### src/rtl/seg_scan_ctrl_pkg.sv
// rtl/seg_scan_ctrl_pkg.sv - shared types, constants and helpers for the seven-segment scanner
// Purpose: display mode encodings, segment constants, hex-to-segment table
//          and a width helper used by seg_scan_ctrl and seg_decode.
// Ports:   none (package).
package seg_scan_ctrl_pkg;

  typedef enum logic [1:0] {
    MODE_HEX  = 2'b00,
    MODE_LZS  = 2'b01,
    MODE_TEST = 2'b10,
    MODE_OFF  = 2'b11
  } mode_e;

  // Active-high segment patterns, bit order {dp,g,f,e,d,c,b,a}
  localparam logic [7:0] SEG_OFF = 8'h00;
  localparam logic [7:0] SEG_ALL = 8'hFF;

  function automatic logic [6:0] hex_to_seg(input logic [3:0] nib);
    logic [6:0] seg;
    case (nib)
      4'h0:    seg = 7'h3F;
      4'h1:    seg = 7'h06;
      4'h2:    seg = 7'h5B;
      4'h3:    seg = 7'h4F;
      4'h4:    seg = 7'h66;
      4'h5:    seg = 7'h6D;
      4'h6:    seg = 7'h7D;
      4'h7:    seg = 7'h07;
      4'h8:    seg = 7'h7F;
      4'h9:    seg = 7'h6F;
      4'hA:    seg = 7'h77;
      4'hB:    seg = 7'h7C;
      4'hC:    seg = 7'h39;
      4'hD:    seg = 7'h5E;
      4'hE:    seg = 7'h79;
      default: seg = 7'h71;
    endcase
    return seg;
  endfunction

  // Bits needed to count 0..value-1; never less than 1 so tiny parameters stay legal
  function automatic int clog2(input int value);
    int r;
    r = 1;
    while ((1 << r) < value) r++;
    return r;
  endfunction

endpackage

### src/rtl/seg_scan_ctrl_if.sv
// rtl/seg_scan_ctrl_if.sv - datapath-side bundle of the seven-segment scanner
// Purpose: groups the scan controls, display content and pin outputs.
// Ports (signals):
//   i_en, i_load, i_disp_data[4*DIGITS], i_dp, i_blank, i_blink, i_mode[2]  (to scanner)
//   o_sel[DIGITS], o_seg[8], o_frame_done                                   (from scanner)
// Modports: master = datapath/driver side, slave = scanner side.
interface seg_scan_ctrl_if #(
  parameter int DIGITS = 8
);
  logic                  i_en;
  logic                  i_load;
  logic [4*DIGITS-1:0]   i_disp_data;
  logic [DIGITS-1:0]     i_dp;
  logic [DIGITS-1:0]     i_blank;
  logic [DIGITS-1:0]     i_blink;
  logic [1:0]            i_mode;
  logic [DIGITS-1:0]     o_sel;
  logic [7:0]            o_seg;
  logic                  o_frame_done;

  modport master (
    output i_en, i_load, i_disp_data, i_dp, i_blank, i_blink, i_mode,
    input  o_sel, o_seg, o_frame_done
  );

  modport slave (
    input  i_en, i_load, i_disp_data, i_dp, i_blank, i_blink, i_mode,
    output o_sel, o_seg, o_frame_done
  );
endinterface

### src/rtl/seg_scan_ctrl_decode.sv
// rtl/seg_scan_ctrl_decode.sv - one-digit nibble to active-high segment decoder
// Purpose: turns the selected digit's nibble, dp and dark controls into
//          {dp,g,f,e,d,c,b,a}, active high.
// Ports:
//   i_nibble[4]  digit value
//   i_dp         decimal point
//   i_lamp       lamp test: everything lit
//   i_dark       blank or blink-off: everything dark, dp included
//   i_suppress   leading zero: a..g dark, dp still shown
//   o_seg[8]     active-high segments
module seg_decode
  import seg_scan_ctrl_pkg::*;
(
  input  logic [3:0] i_nibble,
  input  logic       i_dp,
  input  logic       i_lamp,
  input  logic       i_dark,
  input  logic       i_suppress,
  output logic [7:0] o_seg
);

  always_comb begin
    o_seg = SEG_OFF;
    if (i_lamp) begin
      o_seg = SEG_ALL;
    end else if (i_dark) begin
      o_seg = SEG_OFF;
    end else if (i_suppress) begin
      o_seg = {i_dp, 7'b000_0000};
    end else begin
      o_seg = {i_dp, hex_to_seg(i_nibble)};
    end
  end

endmodule

### src/rtl/seg_scan_ctrl.sv
// rtl/seg_scan_ctrl.sv - multiplexed seven-segment scanner with shadowed content
// Purpose: scans DIGITS common-select digits, SCAN_DIV clocks per digit, with
//          frame-synchronous content commit, blink, leading-zero suppression,
//          lamp test and off modes.
// Ports:
//   i_clk     system clock
//   i_rst_n   asynchronous active-low reset
//   bus       seg_scan_ctrl_if.slave (controls/content in, sel/seg/frame_done out)
module seg_scan_ctrl
  import seg_scan_ctrl_pkg::*;
#(
  parameter int DIGITS         = 8,
  parameter int SCAN_DIV       = 50000,
  parameter int BLINK_FRAMES   = 250,
  parameter int SEL_ACTIVE_LOW = 1,
  parameter int SEG_ACTIVE_LOW = 1
) (
  input  logic              i_clk,
  input  logic              i_rst_n,
  seg_scan_ctrl_if.slave    bus
);

  localparam int IDX_W = clog2(DIGITS);
  localparam int DIV_W = clog2(SCAN_DIV);
  localparam int BLK_W = clog2(BLINK_FRAMES);

  localparam logic [IDX_W-1:0] IDX_LAST = IDX_W'(DIGITS - 1);
  localparam logic [DIV_W-1:0] DIV_LAST = DIV_W'(SCAN_DIV - 1);
  localparam logic [BLK_W-1:0] BLK_LAST = BLK_W'(BLINK_FRAMES - 1);

  // Polarity masks; XOR with these happens only at the output registers
  localparam logic [DIGITS-1:0] SEL_INV  = (SEL_ACTIVE_LOW != 0) ? '1 : '0;
  localparam logic [7:0]        SEG_INV  = (SEG_ACTIVE_LOW != 0) ? 8'hFF : 8'h00;
  localparam logic [7:0]        SEG_DARK = SEG_OFF ^ SEG_INV;

  logic [DIV_W-1:0]     r_div;
  logic [IDX_W-1:0]     r_idx;
  logic [BLK_W-1:0]     r_blink_cnt;
  logic                 r_blink_off;

  logic [4*DIGITS-1:0]  r_pend_data;
  logic [DIGITS-1:0]    r_pend_dp;
  logic [DIGITS-1:0]    r_pend_blank;
  logic [DIGITS-1:0]    r_pend_blink;
  logic                 r_pend_vld;

  logic [4*DIGITS-1:0]  r_sh_data;
  logic [DIGITS-1:0]    r_sh_dp;
  logic [DIGITS-1:0]    r_sh_blank;
  logic [DIGITS-1:0]    r_sh_blink;

  logic [DIGITS-1:0]    r_sel;
  logic [7:0]           r_seg;
  logic                 r_frame_done;

  logic                 w_div_last;
  logic                 w_idx_last;
  logic                 w_frame_wrap;
  logic                 w_commit;
  logic [DIGITS-1:0]    w_lz;
  logic [DIGITS-1:0]    w_sel_hot;
  logic [3:0]           w_nibble;
  logic                 w_dp;
  logic                 w_dark;
  logic                 w_suppress;
  logic                 w_lamp;
  logic [7:0]           w_seg;

  assign w_div_last   = (r_div == DIV_LAST);
  assign w_idx_last   = (r_idx == IDX_LAST);
  assign w_frame_wrap = bus.i_en && w_div_last && w_idx_last;
  // While disabled there is no frame to tear, so content commits right away
  assign w_commit     = (w_frame_wrap || !bus.i_en) && (r_pend_vld || bus.i_load);

  // Divider and digit index; both parked at 0 while disabled so a restart
  // begins with a full slot on digit 0
  always_ff @(posedge i_clk or negedge i_rst_n) begin
    if (!i_rst_n) begin
      r_div <= '0;
      r_idx <= '0;
    end else if (!bus.i_en) begin
      r_div <= '0;
      r_idx <= '0;
    end else if (w_div_last) begin
      r_div <= '0;
      r_idx <= w_idx_last ? '0 : r_idx + 1'b1;
    end else begin
      r_div <= r_div + 1'b1;
    end
  end

  // Blink phase toggles every BLINK_FRAMES completed frames; starts in the on phase
  always_ff @(posedge i_clk or negedge i_rst_n) begin
    if (!i_rst_n) begin
      r_blink_cnt <= '0;
      r_blink_off <= 1'b0;
    end else if (w_frame_wrap) begin
      if (r_blink_cnt == BLK_LAST) begin
        r_blink_cnt <= '0;
        r_blink_off <= ~r_blink_off;
      end else begin
        r_blink_cnt <= r_blink_cnt + 1'b1;
      end
    end
  end

  // Pending register: last Load wins until the next commit
  always_ff @(posedge i_clk or negedge i_rst_n) begin
    if (!i_rst_n) begin
      r_pend_data  <= '0;
      r_pend_dp    <= '0;
      r_pend_blank <= '0;
      r_pend_blink <= '0;
      r_pend_vld   <= 1'b0;
    end else begin
      if (bus.i_load) begin
        r_pend_data  <= bus.i_disp_data;
        r_pend_dp    <= bus.i_dp;
        r_pend_blank <= bus.i_blank;
        r_pend_blink <= bus.i_blink;
      end
      if (w_commit) begin
        r_pend_vld <= 1'b0;
      end else if (bus.i_load) begin
        r_pend_vld <= 1'b1;
      end
    end
  end

  // Shadow register: the only content the display path reads. A Load landing
  // on the commit cycle bypasses the pending stage.
  always_ff @(posedge i_clk or negedge i_rst_n) begin
    if (!i_rst_n) begin
      r_sh_data  <= '0;
      r_sh_dp    <= '0;
      r_sh_blank <= '0;
      r_sh_blink <= '0;
    end else if (w_commit) begin
      if (bus.i_load) begin
        r_sh_data  <= bus.i_disp_data;
        r_sh_dp    <= bus.i_dp;
        r_sh_blank <= bus.i_blank;
        r_sh_blink <= bus.i_blink;
      end else begin
        r_sh_data  <= r_pend_data;
        r_sh_dp    <= r_pend_dp;
        r_sh_blank <= r_pend_blank;
        r_sh_blink <= r_pend_blink;
      end
    end
  end

  // w_lz[i]: digit i and every digit above it are zero
  always_comb begin
    w_lz = '0;
    w_lz[DIGITS-1] = (r_sh_data[4*(DIGITS-1) +: 4] == 4'h0);
    for (int i = DIGITS - 2; i >= 0; i--) begin
      w_lz[i] = w_lz[i+1] && (r_sh_data[4*i +: 4] == 4'h0);
    end
  end

  assign w_sel_hot  = {{(DIGITS-1){1'b0}}, 1'b1} << r_idx;
  assign w_nibble   = r_sh_data[4*r_idx +: 4];
  assign w_dp       = r_sh_dp[r_idx];
  assign w_dark     = r_sh_blank[r_idx] || (r_blink_off && r_sh_blink[r_idx]);
  assign w_suppress = (bus.i_mode == MODE_LZS) && w_lz[r_idx] && (r_idx != '0);
  assign w_lamp     = (bus.i_mode == MODE_TEST);

  seg_decode u_decode (
    .i_nibble   (w_nibble),
    .i_dp       (w_dp),
    .i_lamp     (w_lamp),
    .i_dark     (w_dark),
    .i_suppress (w_suppress),
    .o_seg      (w_seg)
  );

  // Output registers: Sel and Seg are both loaded from the same index, so
  // exactly one select is active with matching segments and no dark gap
  always_ff @(posedge i_clk or negedge i_rst_n) begin
    if (!i_rst_n) begin
      r_sel        <= SEL_INV;
      r_seg        <= SEG_DARK;
      r_frame_done <= 1'b0;
    end else begin
      r_frame_done <= w_frame_wrap;
      if (!bus.i_en || (bus.i_mode == MODE_OFF)) begin
        r_sel <= SEL_INV;
        r_seg <= SEG_DARK;
      end else begin
        r_sel <= w_sel_hot ^ SEL_INV;
        r_seg <= w_seg ^ SEG_INV;
      end
    end
  end

  assign bus.o_sel        = r_sel;
  assign bus.o_seg        = r_seg;
  assign bus.o_frame_done = r_frame_done;

endmodule

### src/flat_wrapper.sv
// flat-port wrapper written by rule: the top's interface ports become plain ports
module seg_scan_ctrl_flat import seg_scan_ctrl_pkg::*;
#(
  parameter int DIGITS         = 8,
  parameter int SCAN_DIV       = 50000,
  parameter int BLINK_FRAMES   = 250,
  parameter int SEL_ACTIVE_LOW = 1,
  parameter int SEG_ACTIVE_LOW = 1
)
  (i_clk, i_rst_n, bus_i_en, bus_i_load, bus_i_disp_data, bus_i_dp, bus_i_blank, bus_i_blink, bus_i_mode, bus_o_sel, bus_o_seg, bus_o_frame_done);
  seg_scan_ctrl_if #(.DIGITS(DIGITS)) bus_i ();
  input  logic i_clk;
  input  logic i_rst_n;
  input wire logic [$bits(bus_i.i_en)-1:0] bus_i_en;
  input wire logic [$bits(bus_i.i_load)-1:0] bus_i_load;
  input wire logic [$bits(bus_i.i_disp_data)-1:0] bus_i_disp_data;
  input wire logic [$bits(bus_i.i_dp)-1:0] bus_i_dp;
  input wire logic [$bits(bus_i.i_blank)-1:0] bus_i_blank;
  input wire logic [$bits(bus_i.i_blink)-1:0] bus_i_blink;
  input wire logic [$bits(bus_i.i_mode)-1:0] bus_i_mode;
  output wire logic [$bits(bus_i.o_sel)-1:0] bus_o_sel;
  output wire logic [$bits(bus_i.o_seg)-1:0] bus_o_seg;
  output wire logic [$bits(bus_i.o_frame_done)-1:0] bus_o_frame_done;
  assign bus_i.i_en = bus_i_en;
  assign bus_i.i_load = bus_i_load;
  assign bus_i.i_disp_data = bus_i_disp_data;
  assign bus_i.i_dp = bus_i_dp;
  assign bus_i.i_blank = bus_i_blank;
  assign bus_i.i_blink = bus_i_blink;
  assign bus_i.i_mode = bus_i_mode;
  assign bus_o_sel = bus_i.o_sel;
  assign bus_o_seg = bus_i.o_seg;
  assign bus_o_frame_done = bus_i.o_frame_done;
  seg_scan_ctrl #(.DIGITS(DIGITS), .SCAN_DIV(SCAN_DIV), .BLINK_FRAMES(BLINK_FRAMES), .SEL_ACTIVE_LOW(SEL_ACTIVE_LOW), .SEG_ACTIVE_LOW(SEG_ACTIVE_LOW)) u_core (.i_clk(i_clk), .i_rst_n(i_rst_n), .bus(bus_i));
endmodule
### config.mk
export PLATFORM = sky130hd
export DESIGN_NAME = seg_scan_ctrl_flat
export DESIGN_NICKNAME = d
export VERILOG_FILES = /design/src/rtl/seg_scan_ctrl_pkg.sv /design/src/rtl/seg_scan_ctrl_if.sv /design/src/rtl/seg_scan_ctrl_decode.sv /design/src/rtl/seg_scan_ctrl.sv /design/src/flat_wrapper.sv
export SDC_FILE = /design/constraint.sdc
export NUM_CORES = 1
export LEC_CHECK = 0
export CAP_MARGIN = 30
export CORE_MARGIN = 3
export CORE_UTILIZATION = 60
export DETAILED_ROUTE_END_ITERATION = 8
export PLACE_DENSITY_LB_ADDON = 0.3
export SLEW_MARGIN = 10
export SYNTH_ARGS = -nofsm -noshare
export SYNTH_HDL_FRONTEND = slang
export SYNTH_SLANG_ARGS = --single-unit
### constraint.sdc
create_clock -name i_clk -period 3.6 [get_ports i_clk]
set_clock_uncertainty 0.2 [all_clocks]
set_input_delay 0.72 -clock i_clk [delete_from_list [all_inputs] [get_ports i_clk]]
set_output_delay 0.72 -clock i_clk [all_outputs]
set_load 0.01 [all_outputs]
== After elaboration in Yosys (flattened, before gate mapping) ==
Memories as Yosys holds them, arrays and structs flattened.
Cells that the tools add are included.
Word-level totals
  register bits: 158
  memories kept: 1
  input bits: 62
  bits in read-only memories: 112
  bits in latches: 0
  logic and storage cells: 87
  memory bits (writable): 0
Memories
  (no name shown): words 16, bits a word 7, read ports 1, clocked after memory_dff 0, wr ports 0, RTL line seg_scan_ctrl_pkg.sv:20  | case (nib)
Operators by class
  div/mod/pow operators: 0
  equal/unequal tests: 7
  mux-type cells: 25
  multiply operators: 0
  bitwise gates (word level): 3
  shifts and indexed selects: 2
  $add $sub $neg: 3
  reductions and logical operators: 29
  $lt $le $gt $ge: 1
Operator list (count)
  two-way mux 8 bit: 8
  zero test 4 bit: 8
  two-way mux 16 bit: 2
  two-way mux 32 bit: 1
  variable part select 32 x 6 -> 4 bit: 1
  adder 16 x 1 -> 16 bit (second input constant): 1
  == test 16 bit (second input constant): 1
  inverter 8 bit: 2
  logical AND 1 bit: 13
  binary-select mux 1 bit (select 3 bit): 4
  two-way mux 3 bit: 3
  adder 8 x 1 -> 8 bit (second input constant): 1
  == test 8 bit (second input constant): 1
  << shifter 1 x 3 -> 8 bit (first input constant): 1
  two-way mux 7 bit: 1
  two-way mux 1 bit: 6
  == test 2 bit (second input constant): 2
  logical OR 1 bit: 4
  < comparator 3 x 4 -> 1 bit (second input constant): 1
  adder 3 x 1 -> 3 bit (second input constant): 1
  == test 3 bit (second input constant): 1
  nonzero test 3 bit: 1
  == test 2 x 1 -> 1 bit (second input constant): 1
  != test 2 x 1 -> 1 bit (second input constant): 1
  other kinds (4): 4

== Longest topological paths before layout ==
  depth after elaboration: 17
  depth in mapped cells: 10
  depth with buffers taken out: 8

== Modules after synthesis ==
From an unflattened synthesis, not the netlist that was laid out.
Second synthesis, totals
  cell total of the unflattened synthesis: 541
  area, all modules: 7313.3 um^2
By module, submodules not included
  seg_scan_ctrl: cells each 497, area each 6971.7 um^2, times used 1
  seg_decode: cells each 44, area each 341.6 um^2, times used 1

== Least setup slack after synthesis ==
Ideal clock, no wire load.
  kind: reg-to-reg
  from: register u_core.r_idx[0]
  to: register u_core.r_seg[0], in the netlist u_core.bus.o_seg[0]
  arrival time: 2198 ps
  data required time: 3318 ps
  path buffers: 2
  setup slack: 1121 ps
  period minus slack after synthesis: 2479 ps
  stages on the path, launching flop included: 10
  cell sequence: dfrtp_1 buf_6 buf_2 mux4_2 nand2_1 and2_1 inv_1 ha_1 a22o_1 o31a_1
On the way
  cells in the longest elaborated chain, start to end: 9
RTL lines
  start: declaration: RTL line seg_scan_ctrl.sv:37  | logic [IDX_W-1:0] r_idx;
  start signal: assignment: RTL line seg_scan_ctrl.sv:86  | r_idx <= w_idx_last ? '0 : r_idx + 1'b1;
  parallel branches: the longest is 5 deep, another holds memory (16 x 7 bit)
  two-way mux 8 bit (*): RTL line seg_scan_ctrl_decode.sv:26  | end else if (i_dark) begin
  two-way mux 8 bit (*): RTL line seg_scan_ctrl_decode.sv:24  | if (i_lamp) begin
  inverter 8 bit (no source line) (*)
  two-way mux 8 bit (*): RTL line seg_scan_ctrl.sv:187  | if (!bus.i_en || (bus.i_mode == MODE_OFF)) begin
  end signal: assignment: RTL line seg_scan_ctrl.sv:192  | r_seg <= w_seg ^ SEG_INV;
  end: declaration: RTL line seg_scan_ctrl.sv:53  | logic [7:0] r_seg;
Every way passes the cells marked *. The select of a mux whose other input is x is not followed.
A chain may end at the register's enable or synchronous reset.

== Worst setup path after layout ==
  from: register u_core.r_idx[0]
  to: register u_core.r_sh_data[2]
On the way
  cells in the longest elaborated chain, start to end: 4
RTL lines
  == test 3 bit: RTL line seg_scan_ctrl.sv:70  | assign w_idx_last = (r_idx == IDX_LAST);
  logical AND 1 bit: RTL line seg_scan_ctrl.sv:71  | assign w_frame_wrap = bus.i_en && w_div_last && w_idx_last;
  logical OR 1 bit: RTL line seg_scan_ctrl.sv:73  | assign w_commit = (w_frame_wrap || !bus.i_en) && (r_pend_vld || bus.i_load);
  logical AND 1 bit: RTL line seg_scan_ctrl.sv:73
  end signal: assignment: RTL line seg_scan_ctrl.sv:140  | r_sh_data <= bus.i_disp_data;
  end signal: assignment: RTL line seg_scan_ctrl.sv:145  | r_sh_data <= r_pend_data;
  end: declaration: RTL line seg_scan_ctrl.sv:47  | logic [4*DIGITS-1:0] r_sh_data;
Every way passes these cells.

==> flow_metrics.tcl <==
set metrics [dict create \
    drcViolationCount 0 \
    slew_headroom_pct 36.4 \
    area_growth_pct 21.4 \
    arrival_ns 3.20 \
    crit_path_end_kind "flop" \
    syn_inst 512 \
    rsz0062_at_grt "no" \
    comb_power_share_pct 13.2 \
    cts_buffers 17 \
    std_cell_rows 38 \
    synth_ff_type "dfrtp_1" \
    finalSetupViolations 0 \
    synth_fp_nets 588 \
    finalSetupTns_ns 0 \
    cts_tree "done" \
    cts_resized 0 \
    cts.sinks 158 \
    drv_slew 0 \
    post-route-min-period_ns 3.09 \
    cpMaxStageDelayCell "dfrtp_1" \
    synth-simple-area-share_pct 8.50 \
    drv_cap 0 \
    num-fill-cells 646 \
    finalHoldViolations 0 \
    dpl.cell_count 717 \
    critical_path_class "flop to flop" \
    dieWidth_um 114 \
    crit_path_start_kind "flop" \
    yosysWarnings 0 \
    cts_setup_buffers 0 \
    multi_input_area_um2 2890 \
    core_um2 11200 \
    pwr-share-clk_pct 40.5 \
    max-vdd-ir-drop_mv 0.359 \
    clock_latency_ns 0.43 \
    cp-startpoint "u_core.r_idx[0]" \
    io_buffers 78 \
    worstPathCellList "ha_1, ha_1, nand3_4, a21oi_4, buf_4, mux2_2" \
    synth_edf_count 0 \
    ff2ff_path_depth 6 \
    max_freq_mhz 323 \
    register_area_um2 3970 \
    diodes 0 \
    ios 79 \
    synth-xor-area-share_pct 1.86 \
    power.density_nw_per_um2 534 \
    endpoint "u_core.r_sh_data[2]" \
    final_common_cell "dfrtp_1" \
    nets 672 \
    layout-drive-gt1-share_pct 25.8 \
    ctsHoldBuffers 0 \
    synth_fa_ha_area_share_pct 2.48 \
    timing.final.crit_share_pct 85.9 \
    gr-total-overflow 0 \
    ys_async_sr_fraction_pct 100 \
    ys_seq_area_share_pct 56.3 \
    placed_area_um2 7950 \
    dieHeight_um 114 \
    worstReg2RegStart "u_core.r_idx[0]" \
    hold_path.class "input pin to async pin" \
    syn_avg_cell_area_um2 13.8 \
    switchingPower_mw 1.07 \
    cts.path.max_buffers 2 \
    post_drt_wl_per_cell_um 19.4 \
    post-dp-hpwl_um 9790 \
    final_cell_mix "dfrtp_1, clkdlybuf4s50_1, mux2_2" \
    htreeDepth 4 \
    netlist_area_um2 7050 \
    ff2ff_setup_slack_ns 0.51 \
    routabilityCongestion 0.831 \
    first_pass_iters 7 \
    seqPwrFrac_pct 46.3 \
    tightest_slew_ns 0.947 \
    r2r_end "u_core.r_sh_data[2]" \
    final_area_um2 8560 \
    worst-path-max-fanout 32 \
    viasPerCell 5.99 \
    wirelength_um 14500 \
    grt_usage_pct 24.0 \
    cp.required_ns 3.70 \
    vias 4483 \
    clkTransAtPathRegs_ns 0.06 \
    drt_iter0_drc 266 \
    start_util_pct 63.1 \
    p_sw_share_pct 23.4 \
    p_leak_nw 3.57 \
    cpMostUsedCell "ha_1" \
    antenna_found_initial 0 \
    synth.mux.area_fraction_pct 23.3 \
    yosys_register_bits 158 \
    synth_compound_area_share_pct 4.70 \
    status "complete, no violations" \
    clk_root_buffer_cell "clkbuf_16" \
    grt_pass1_vias 4813 \
    grt_start_max_net_pins 67 \
    max_stage_delay_ns 0.86 \
    dieArea_um2 13100 \
    ant_nets 0 \
    grt_pass1_wl_um 24200 \
    stdcell_count 749 \
    p_int_mw 3.51 \
    synth.distinct_cells 61 \
    synth_top_family_by_area "multiplexers" \
]
worst max-delay path, delay by kind of cell, from the launching register on:
kind	cells	cell delay, ns
AO/OA/AOI/OAI	1	0.21
adder cells (fa/ha/maj)	2	0.65
buffers and inverters	1	0.39
flip-flops	1	0.86
multiplexers	1	0.39
AND/OR/NAND/NOR	1	0.23
metrics by stage:
stage          power [mW]  utilization, %  setup slack, ns  hold slack [ns]
3_5_place_dp         2.74            71.2            0.563            0.277
6_report             4.58            76.7            0.506           0.0764
3_3_place_gp         2.69            71.2            0.759            0.268
4_1_cts              4.59            76.7            0.499           0.0924
2_1_floorplan        2.48               -             1.12            0.224
5_1_grt              4.75            76.7            0.297            0.105
flip-flops by register name (all words and copies together) (netlist names), 3 cells and up:
| signal | count |
|---|---|
| u_core.r_sh_blank | 8 |
| u_core.r_div | 16 |
| u_core.r_sh_blink | 8 |
| u_core.r_idx | 3 |
| u_core.r_pend_dp | 8 |
| u_core.bus.o_sel | 8 |
| u_core.r_sh_data | 32 |
| u_core.r_pend_blink | 8 |
| u_core.r_pend_blank | 8 |
| u_core.bus.o_seg | 8 |
| u_core.r_blink_cnt | 8 |
| u_core.r_sh_dp | 8 |
| u_core.r_pend_data | 32 |
kinds of logic after synthesis:
group                    count (synthesis)
flip-flops                             158
multiplexers                           131
AND/OR/NAND/NOR                        112
AO/OA/AOI/OAI                           48
buffers and inverters                   34
XOR/XNOR                                15
adder cells (fa/ha/maj)                 14
layout make-up:
| type | count | share of cell area, % |
|---|---|---|
| clock buffer | 26 | 5.95 |
| timing repair buffer | 90 | 10.3 |
| clock inverter | 6 | 1.23 |
| tap | 140 | 2.05 |
| sequential | 158 | 46.4 |
| inverter | 9 | 0.394 |
| multi-input combinational | 320 | 33.7 |
synth_stat cells, drive strengths merged (9+ instances only):
cell      n  area [um2]
dfrtp   142        3550
mux2    112        1260
nand2    28         108
nor2     27         101
dfstp    16         420
buf      15         128
nand3    15        87.6
o21ai    15        78.8
ha       14         175
mux4     14         315
clkbuf   10        37.5
inv       9        33.8
per-layer routing:
metal / wire (um) / track usage [%]
met5: 0 / 0
met1: 6400 / 32.5
met2: 6970 / 38.0
met4: 386 / 9.11
met3: 783 / 5.87
how the worst min path moves through the flow:
stage | start | endpoint | slack (ns) | cells past startpoint
global route | i_rst_n | u_core.r_pend_blink[3] | 0.11 | 1
floorplan | i_rst_n | u_core.bus.o_frame_done | 0.22 | 0
detailed placement | u_core.r_sh_dp[4] | u_core.r_sh_dp[4] | 0.28 | 1
CTS | i_rst_n | u_core.r_pend_blink[3] | 0.09 | 1
finish | i_rst_n | u_core.r_pend_blink[3] | 0.08 | 1
global placement | u_core.r_sh_dp[4] | u_core.r_sh_dp[4] | 0.27 | 1
power by group through the flow:
stage | Combinational [mW] | Clock, mW | Sequential, mW
finish | 0.604 | 1.85 | 2.12
global route | 0.656 | 1.96 | 2.14
CTS | 0.611 | 1.86 | 2.12
detailed placement | 0.595 | 0 | 2.14
global placement | 0.564 | 0 | 2.13
floorplan | 0.388 | 0 | 2.09
No activity file was read; power rests on OpenSTA's default activity.
==> variant, RTL diff (same settings) <==
`BLINK_FRAMES` is set to 250 in 2 places; all go to 125.
--- a/src/rtl/seg_scan_ctrl.sv
+++ b/src/rtl/seg_scan_ctrl.sv
@@ -13,3 +13,3 @@
   parameter int SCAN_DIV       = 50000,
-  parameter int BLINK_FRAMES   = 250,
+  parameter int BLINK_FRAMES   = 125,
   parameter int SEL_ACTIVE_LOW = 1,
--- a/src/flat_wrapper.sv
+++ b/src/flat_wrapper.sv
@@ -5,3 +5,3 @@
   parameter int SCAN_DIV       = 50000,
-  parameter int BLINK_FRAMES   = 250,
+  parameter int BLINK_FRAMES   = 125,
   parameter int SEL_ACTIVE_LOW = 1,
Function: same outputs for any inputs over 10 cycles, from zero or initial values and one cycle with i_rst_n low; that may be too few to reach the edited logic, so the function may still have changed.
==> variant against the original RTL <==
- wire length shrank 6.7%
- setup slack gained 200 ps
- worst hold slack gained 8.7 ps
- power shrank 0.24%
- sequential cell count shrank 1
- non-clock buffer count shrank 4
- design area shrank 1.1%
- clock power grew 2%
- count of clock-buffer cells in the layout shrank 5
- synthesized area shrank 1.9%
- sequential share of layout area grew 0.24 points
==> variant: results (changes against the original RTL) <==
- The number of unique standard cell types used by synthesis is 53 (was 61).
* Synth area leaders: sky130_fd_sc_hd__dfrtp_1 51%, sky130_fd_sc_hd__mux2_2 11%, sky130_fd_sc_hd__mux2_1 7.5% (was sky130_fd_sc_hd__dfrtp_1 50%, sky130_fd_sc_hd__mux2_2 11%, sky130_fd_sc_hd__mux2_1 6.4%)
- The routing usage on met2 came to 35.4% (was 38.0%).
- Largest registers ranked by flip-flop count: u_core.r_pend_data x32, u_core.r_sh_data x32, u_core.r_div x16 (unchanged)
- The minimum clock period is 2900 ps (was 3090 ps).
- The gate family responsible for the most delay along the worst path was compound AO/OA/AOI/OAI gates (was flip-flops).
- Run status: completed (unchanged).
- Compound-cell area share of the yosys netlist: 4.59% (was 4.70%)
* Worst VDD drop: 486 uV (was 359 uV)
- Weighted congestion reported at the end of routability-driven placement: 0.856 (was 0.831)
- Detailed router's first-iteration violation count: 256 (was 266)
- Total leakage power: 3.53 nW (was 3.57 nW)
* Initial antenna violation count: 0 (unchanged)
- The worst relative slew slack is 49.5% (was 36.4%).
- The global routing met3 resource utilization came to 5.84% (was 5.87%).
* Startpoint of the lowest-slack register-to-register path: u_core.r_idx[0] (unchanged)
- R2r setup slk: 700 ps (was 510 ps)
* Post-Place Cell Area: 0.00784 sq mm (was 0.00795 sq mm)
- The share of cells above drive strength 1 is 23.8% (was 25.8%).
- The sum of net half-perimeters after detailed placement came to 9.40 mm (was 9.79 mm).
- The largest fanout on the critical path was 17 (was 32).
- Largest net degree at the start of global routing: 95 (was 67)
- Pre-CTS setup slack: 563 ps (about the same)
* Met1 track demand over resource in global routing: 32.6% (was 32.5%)
- The total nets after synthesis was 585 (was 588).
- Worst EP arrival: 3050 ps (was 3200 ps)
- The internal power came to 3.50 mW (was 3.51 mW).
- FILL cells: 685 (was 646)
* Total global routing track utilization: 23.0% (was 24.0%)
* Total wirelength of the detailed-routed design: 13.6 mm (was 14.5 mm)
* Post-Synth XOR/XNOR Area: 1.90% (was 1.86%)
* Worst path max stage delay: 830 ps (was 860 ps)
- Avg Vias per Cell: 5.81 (was 5.99)
- The reg-to-reg endpoint is u_core.bus.o_seg[0] (was u_core.r_sh_data[2]).
- Global-route wire length before repair: 23.1 mm (was 24.2 mm)
* Number of global-route vias before repair: 4635 (was 4813)
- Number of nets in the layout: 665 (was 672)
- The adder-cell area share of the yosys netlist is 2.53% (was 2.48%).
* Number of optimization iterations in the first detailed-route pass: 5 (was 7)
* Proportion of synthesized chip area in sequential cells: 57.1% (was 56.3%)
* Fraction of synthesized area in multiplexers: 23.8% (was 23.3%)
variant: changes by cell type in the layout (fill, tap and decap cells not counted), sizes merged, moves of 3 or more:
cell,before,now
clkinvlp,0,4
nor3,5,2
clkbuf,26,21
buf,14,10
variant: stage by stage:
step                      total power [mW]  instances  util [%]  hold slack [ps]
after floorplan                       2.44        509         -              224
after CTS                             4.60        742      76.8             87.7
after global routing                  4.76        742      76.8              107
final                                 4.56        742      76.8             85.1
after global placement                2.66        710      71.1              264
after detailed placement              2.70        710      71.1              274
variant: power groups by stage:
stage	Clock [mW]	Sequential [mW]	Combinational (mW)
3_5_place_dp	0	2.13	0.578
5_1_grt	2.00	2.12	0.639
2_1_floorplan	0	2.08	0.366
6_report	1.89	2.10	0.580
3_3_place_gp	0	2.11	0.549
4_1_cts	1.91	2.10	0.586
variant: routing by layer:
layer | up-vias | wire length, um
met2 | 116 | 6470
li1 | 1990 | -
met1 | 2188 | 6320
met5 | - | 0
met3 | 14 | 604
met4 | 0 | 170
variant: layout make-up:
| type | count | area, sq um | area share [%] |
|---|---|---|---|
| inverters | 10 | 37.5 | 0.443 |
| clock buffers | 21 | 460 | 5.44 |
| multi-input cells | 317 | 2820 | 33.3 |
| repair buffers | 86 | 862 | 10.2 |
| flip-flops and latches | 157 | 3950 | 46.6 |
| clock inverters | 11 | 165 | 1.95 |
| well taps | 140 | 175 | 2.07 |
variant: logic make-up after synthesis:
group | count (synthesis)
AND/OR/NAND/NOR | 108
adder cells (fa/ha/maj) | 14
XOR/XNOR | 15
multiplexers | 132
flip-flops | 157
AO/OA/AOI/OAI | 48
buffers and inverters | 35
